**config.mk**
```make
export PLATFORM = sky130hd
export DESIGN_NAME = priority_request_encoder_4to2
export DESIGN_NICKNAME = d
export VERILOG_FILES = /design/src/rtl/priority_req_pkg.sv /design/src/rtl/grant_timeout_counter.sv /design/src/rtl/priority_request_encoder_4to2.sv
export SDC_FILE = /design/constraint.sdc
export NUM_CORES = 1
export LEC_CHECK = 0
export CAP_MARGIN = 10
export CELL_PAD_IN_SITES_DETAIL_PLACEMENT = 1
export CELL_PAD_IN_SITES_GLOBAL_PLACEMENT = 1
export CORE_MARGIN = 2
export CORE_UTILIZATION = 35
export DETAILED_ROUTE_END_ITERATION = 8
export PLACE_DENSITY = 0.82
export REMOVE_ABC_BUFFERS = 1
export SYNTH_ARGS = -nofsm -noshare
export SYNTH_HDL_FRONTEND = slang
export SYNTH_HIERARCHICAL = 1
export SYNTH_SLANG_ARGS = --single-unit
```
**constraint.sdc**
```tcl
create_clock -name CLK -period 2.5 [get_ports CLK]
set_clock_uncertainty 0.05 [all_clocks]
set_input_delay 0.5 -clock CLK [delete_from_list [all_inputs] [get_ports CLK]]
set_output_delay 0.5 -clock CLK [all_outputs]
set_load 0.01 [all_outputs]
```
**src/rtl/priority_req_pkg.sv**
```systemverilog
// Shared types and helpers for the 4-request priority encoder.
package priority_req_pkg;

  typedef enum logic {IDLE, GRANT} prq_state_t;

  localparam int unsigned NUM_REQ = 4;

  // Index of the highest set bit; R3 has top priority. Returns 0 for an empty vector.
  function automatic logic [1:0] highest_idx(input logic [NUM_REQ-1:0] v);
    logic [1:0] idx;
    idx = '0;
    for (int unsigned i = 0; i < NUM_REQ; i++) begin
      if (v[i]) idx = 2'(i);
    end
    return idx;
  endfunction

endpackage

```
**src/rtl/grant_timeout_counter.sv**
```systemverilog
// Counts grant cycles; flags expiry when the count reaches TIMEOUT-1.
module grant_timeout_counter #(
  parameter int unsigned TIMEOUT = 15
) (
  input  logic CLK,
  input  logic RST,
  input  logic clr,
  input  logic inc,
  output logic expired
);

  localparam int unsigned W = $clog2(TIMEOUT);
  localparam logic [W-1:0] LAST = W'(TIMEOUT - 1);

  logic [W-1:0] count;

  // Cycle counter, cleared on reset and on request; never reaches wrap.
  always_ff @(posedge CLK) begin
    if (RST) begin
      count <= '0;
    end else if (clr) begin
      count <= '0;
    end else if (inc) begin
      count <= count + 1'b1;
    end
  end

  assign expired = (count == LAST);

endmodule

```
**src/rtl/priority_request_encoder_4to2.sv**
```systemverilog
// Registered 4-request priority encoder with held grant, ACK handshake and timeout.
module priority_request_encoder_4to2 #(
  parameter int unsigned TIMEOUT = 15
) (
  input  logic       CLK,
  input  logic       RST,
  input  logic       R3,
  input  logic       R2,
  input  logic       R1,
  input  logic       R0,
  input  logic       ACK,
  output logic       EN,
  output logic       A1,
  output logic       A0,
  output logic [3:0] PEND,
  output logic       TO
);

  import priority_req_pkg::*;

  prq_state_t state, state_nxt;
  logic [NUM_REQ-1:0] req;
  logic [NUM_REQ-1:0] pend_q, pend_nxt;
  logic [1:0]         idx_q, idx_nxt;
  logic               to_q, to_nxt;
  logic               tmr_clr, tmr_inc, tmr_expired;

  assign req = {R3, R2, R1, R0};

  grant_timeout_counter #(.TIMEOUT(TIMEOUT)) u_timer (
    .CLK     (CLK),
    .RST     (RST),
    .clr     (tmr_clr),
    .inc     (tmr_inc),
    .expired (tmr_expired)
  );

  // Next state, pending update, index capture and timer control.
  always_comb begin
    state_nxt = state;
    idx_nxt   = idx_q;
    to_nxt    = to_q;
    tmr_clr   = 1'b0;
    tmr_inc   = 1'b0;
    pend_nxt  = pend_q;
    unique case (state)
      IDLE: begin
        tmr_clr = 1'b1;
        if (pend_q != '0) begin
          idx_nxt   = highest_idx(pend_q);
          state_nxt = GRANT;
        end
      end
      GRANT: begin
        if (ACK) begin
          // Served bit clears first; a same-edge request re-sets it below.
          pend_nxt[idx_q] = 1'b0;
          state_nxt       = IDLE;
        end else if (tmr_expired) begin
          to_nxt    = 1'b1;
          state_nxt = IDLE;
        end else begin
          tmr_inc = 1'b1;
        end
      end
      default: state_nxt = IDLE;
    endcase
    pend_nxt = pend_nxt | req;
  end

  // State, pending, index and timeout registers.
  always_ff @(posedge CLK) begin
    if (RST) begin
      state  <= IDLE;
      pend_q <= '0;
      idx_q  <= '0;
      to_q   <= 1'b0;
    end else begin
      state  <= state_nxt;
      pend_q <= pend_nxt;
      idx_q  <= idx_nxt;
      to_q   <= to_nxt;
    end
  end

  assign EN   = (state == GRANT);
  assign A1   = idx_q[1];
  assign A0   = idx_q[0];
  assign PEND = pend_q;
  assign TO   = to_q;

endmodule

```
==> key figures <==
Outcome
  • Status: finished, final reports clean

Synth
  • Avg Synthesized Cell Area: approximately 9.0 sq um
  • Part of the Yosys area used for sequential elements: between 40 and 50%
  • Top-area cell type share of the netlist area: approximately 45%
  • Cell type contributing the most total cell area after synthesis: sky130_fd_sc_hd__dfxtp_1
  • Top cells by area, synth: sky130_fd_sc_hd__dfxtp_1 45%, sky130_fd_sc_hd__nor2_1 7.1%, sky130_fd_sc_hd__a21oi_1 5.7%, sky130_fd_sc_hd__ha_1 4.7%, sky130_fd_sc_hd__nand4b_1 3.3%
  • Fraction of synthesized cell area in xor and xnor cells: roughly 1.7%
  • Cell variety after synth: 26
  • Post-Synthesis Cells: 59
  • Synthesized flop and latch total: 12
  • Combinational family with the most area after synthesis: simple AND/OR/NAND/NOR gates
  • Multiplexer share of the synthesized area: ~2.1%
  • Warnings, synthesis: 6
  • Area share of and/or/nand/nor cells after synthesis: 24.8%
  • Synthesized area: ~530 sq um
  • Adder and majority cell fraction of the synthesized area: under 10%
  • Compound-cell area share of the yosys netlist: about 16%

Final layout
  • Flip-flop and latch area: ~240 sq um
  • Filler cell count in the final layout: 180
  • Most common cell after layout, fill and taps aside: sky130_fd_sc_hd__clkdlybuf4s50_1
  • Total Nets Final: 87
  • Layout-stage area growth over the synthesis result: 33.8%
  • Final Cell Area: a little over 700 sq um
  • Share of post-route cells with drive strength above 1: 9.21%
  • Final antenna diode count: 0
  • Number of standard cells in the final layout excluding fillers: 92
  • Commonest cells after routing, fill and taps aside: 14 x sky130_fd_sc_hd__clkdlybuf4s50_1, 12 x sky130_fd_sc_hd__dfxtp_1, 10 x sky130_fd_sc_hd__nor2_1
  • Area used by multi-input combinational logic: 263 sq um

Global routing
  • Aggregate global-route resource usage: between 10% and 20%
  • Residual overflow from global routing: 0
  • Largest net degree at the start of global routing: 11
  • First-pass GRT wire length: about 2300 um
  • Number of antenna violations at the first check in global routing: 0
  • Via count of the first global-routing pass: between 500 and 600

STA
  • Total Negative Setup Slacks: 0 ns
  • Worst setup slack after layout: roughly 0.54 ns
  • Worst Hold Slack: 0.428 ns
  • Slew Viols, Final: 0
  • Relative max-transition margin: between 70% and 80%
  • Transition time of the tightest slew-check pin: around 0.4 ns
  • Achievable frequency: between 500 and 600 MHz
  • Min cycle time layout: between 1.5 and 2 ns
  • Number of failing setup endpoints in the final timing report: 0
  • Period utilisation layout: roughly four fifths
  • Final Hold Fails: 0
  • Setup repair after global routing missed its margin: no

Critical path
  • Slowest stage cell, crit path: sky130_fd_sc_hd__clkdlybuf4s50_1
  • Worst-path fanout max: 10
  • Path type of the worst setup path: reg2out
  • R2R Path Start: u_timer/count[0]
  • Crit path from: EN
  • Startpoint class of the critical path: register
  • Critical path buffers and inverters: 1
  • Worst endpoint required time: between 1.5 and 2 ns
  • Max stage delay on crit path: between 0.6 and 0.7 ns
  • Worst-path cell chain: clkdlybuf4s50_1
  • Data arrival, critical path: about 1.4 ns
  • Top cell family by delay on the critical path: buffers and inverters
  • Endpoint kind of the worst setup timing path: primary output

Clock tree
  • Number of buffers inserted by hold repair at cts: 0
  • Number of clock buffers inserted by TritonCTS: 3
  • CTS sink count: 12
  • CTS tree: done
  • Clock Tree Root: sky130_fd_sc_hd__clkbuf_4
  • Buffer count from post-CTS setup fixing: 0
  • Clock network latency to the later pin of the worst-skew pair: 0.27 ns
  • Post-cts repair resize count: 0
  • Worst-path clk slew: around 0.070 ns
  • Number of buffers on the longest clock path: 2
  • H-tree levels: 1

Die
  • Core Rows: 14
  • Overall die width: between 40 and 50 um
  • Num ports: 15
  • Core region area: roughly 1500 sq um
  • Y dimension of the die: 42.9 um
  • Total Die Area: approximately 1800 sq um
  • Initial core utilization: 36.4%

Place
  • Number of I/O port buffers: 14
  • RD Place Congestion: a little under 0.7
  • Dpl cells: 89
  • Placed cell area: ~690 sq um
  • Worst setup timing slack at the placement stage: 0.615 ns

Power
  • Power density over cell area: roughly 580 nW/um^2
  • Worst supply voltage drop on vdd: just over 300 uV
  • Pleak: approximately 0.28 nW

Detailed routing
  • Detail Route Antenna Nets: 0
  • Average detailed-routed wire length per instance: approximately 15 um
  • DRC: 0
  • Drt total wl: between 1000 and 1500 um
  • Iteration-0 DRC Markers: 1
  • TritonRoute pass-1 iters: 2
  • Via density per instance: 5.27
  • Via count: approximately 490

Run
  • Maximum Capacitance Violations: 0

Worst hold path
  • Launch instance of the worst min-delay path: TO
  • Worst hold path type: reg2reg
==> metal layers <==
metal  track usage, %  vias to the layer above  share of wire (%)
met5                0                        -                  0
met1             19.3                      233                 46
met3             3.83                        2                2.2
met2             30.0                        6                 51
li1                 -                      244                  -
met4             11.3                        0                1.2
==> cell type report <==
type | instances | area share (%)
Clock buffer | 3 | 3.18
Inverter | 4 | 2.12
Multi-Input combinational cell | 42 | 37.1
Sequential cell | 12 | 33.9
Tap cell | 16 | 2.83
Timing Repair Buffer | 15 | 20.8
==> sequential cells by signal (all words and copies together) (netlist names) <==
signal,flops
TO,1
idx_q,2
PEND,4
u_timer/count,4
EN,1
==> Yosys cell counts <==
cell type                  count
sky130_fd_sc_hd__nor3b_1       1
sky130_fd_sc_hd__nor3_1        2
sky130_fd_sc_hd__a21oi_1       6
sky130_fd_sc_hd__a31oi_1       1
sky130_fd_sc_hd__nand3b_1      1
sky130_fd_sc_hd__dfxtp_1      12
sky130_fd_sc_hd__nor3_2        1
sky130_fd_sc_hd__o21a_1        1
sky130_fd_sc_hd__a211oi_1      1
sky130_fd_sc_hd__nor2b_1       1
sky130_fd_sc_hd__mux2_1        1
sky130_fd_sc_hd__and3_1        1
sky130_fd_sc_hd__nand4b_1      2
sky130_fd_sc_hd__nand2_1       1
sky130_fd_sc_hd__o211a_1       1
sky130_fd_sc_hd__o21ai_0       3
sky130_fd_sc_hd__ha_1          2
sky130_fd_sc_hd__nor2_1       10
sky130_fd_sc_hd__nor4_1        1
sky130_fd_sc_hd__buf_6         1
sky130_fd_sc_hd__inv_1         3
sky130_fd_sc_hd__xnor2_1       1
sky130_fd_sc_hd__or2_1         1
sky130_fd_sc_hd__a21bo_2       1
sky130_fd_sc_hd__inv_2         1
sky130_fd_sc_hd__nand4_1       2
==> path summary, 6_finish.rpt <==
path	end	slack, ns	cells after the start
worst max-delay path	EN	0.54	1
worst min-delay path	TO	0.43	2
worst max register to register	u_timer/count[3]	0.90	6
worst min register to register	TO	0.43	2
==> where the power goes <==
part           internal, mW  total, mW  switching [mW]  leakage, nW
clock network        0.0557      0.119          0.0632       0.0138
logic                0.0414     0.0737          0.0322        0.163
registers             0.203      0.220          0.0174       0.0989
total                 0.300      0.413           0.113        0.276
==> cell families (layout without fill, tap and decap cells) <==
kind of cell / Yosys count / count (layout)
AND/OR/NAND/NOR: 24 / 24
AO/OA/AOI/OAI: 14 / 14
flip-flops: 12 / 12
buffers and inverters: 5 / 22
adder cells (fa/ha/maj): 2 / 2
XOR/XNOR: 1 / 1
multiplexers: 1 / 1
==> metrics by stage <==
step | power, mW | utilization (%)
2_1_floorplan | 0.252 | -
3_3_place_gp | 0.295 | 47.2
3_5_place_dp | 0.298 | 47.2
4_1_cts | 0.422 | 48.7
5_1_grt | 0.438 | 48.7
6_report | 0.413 | 48.7
No activity file was read; power rests on OpenSTA's default activity.
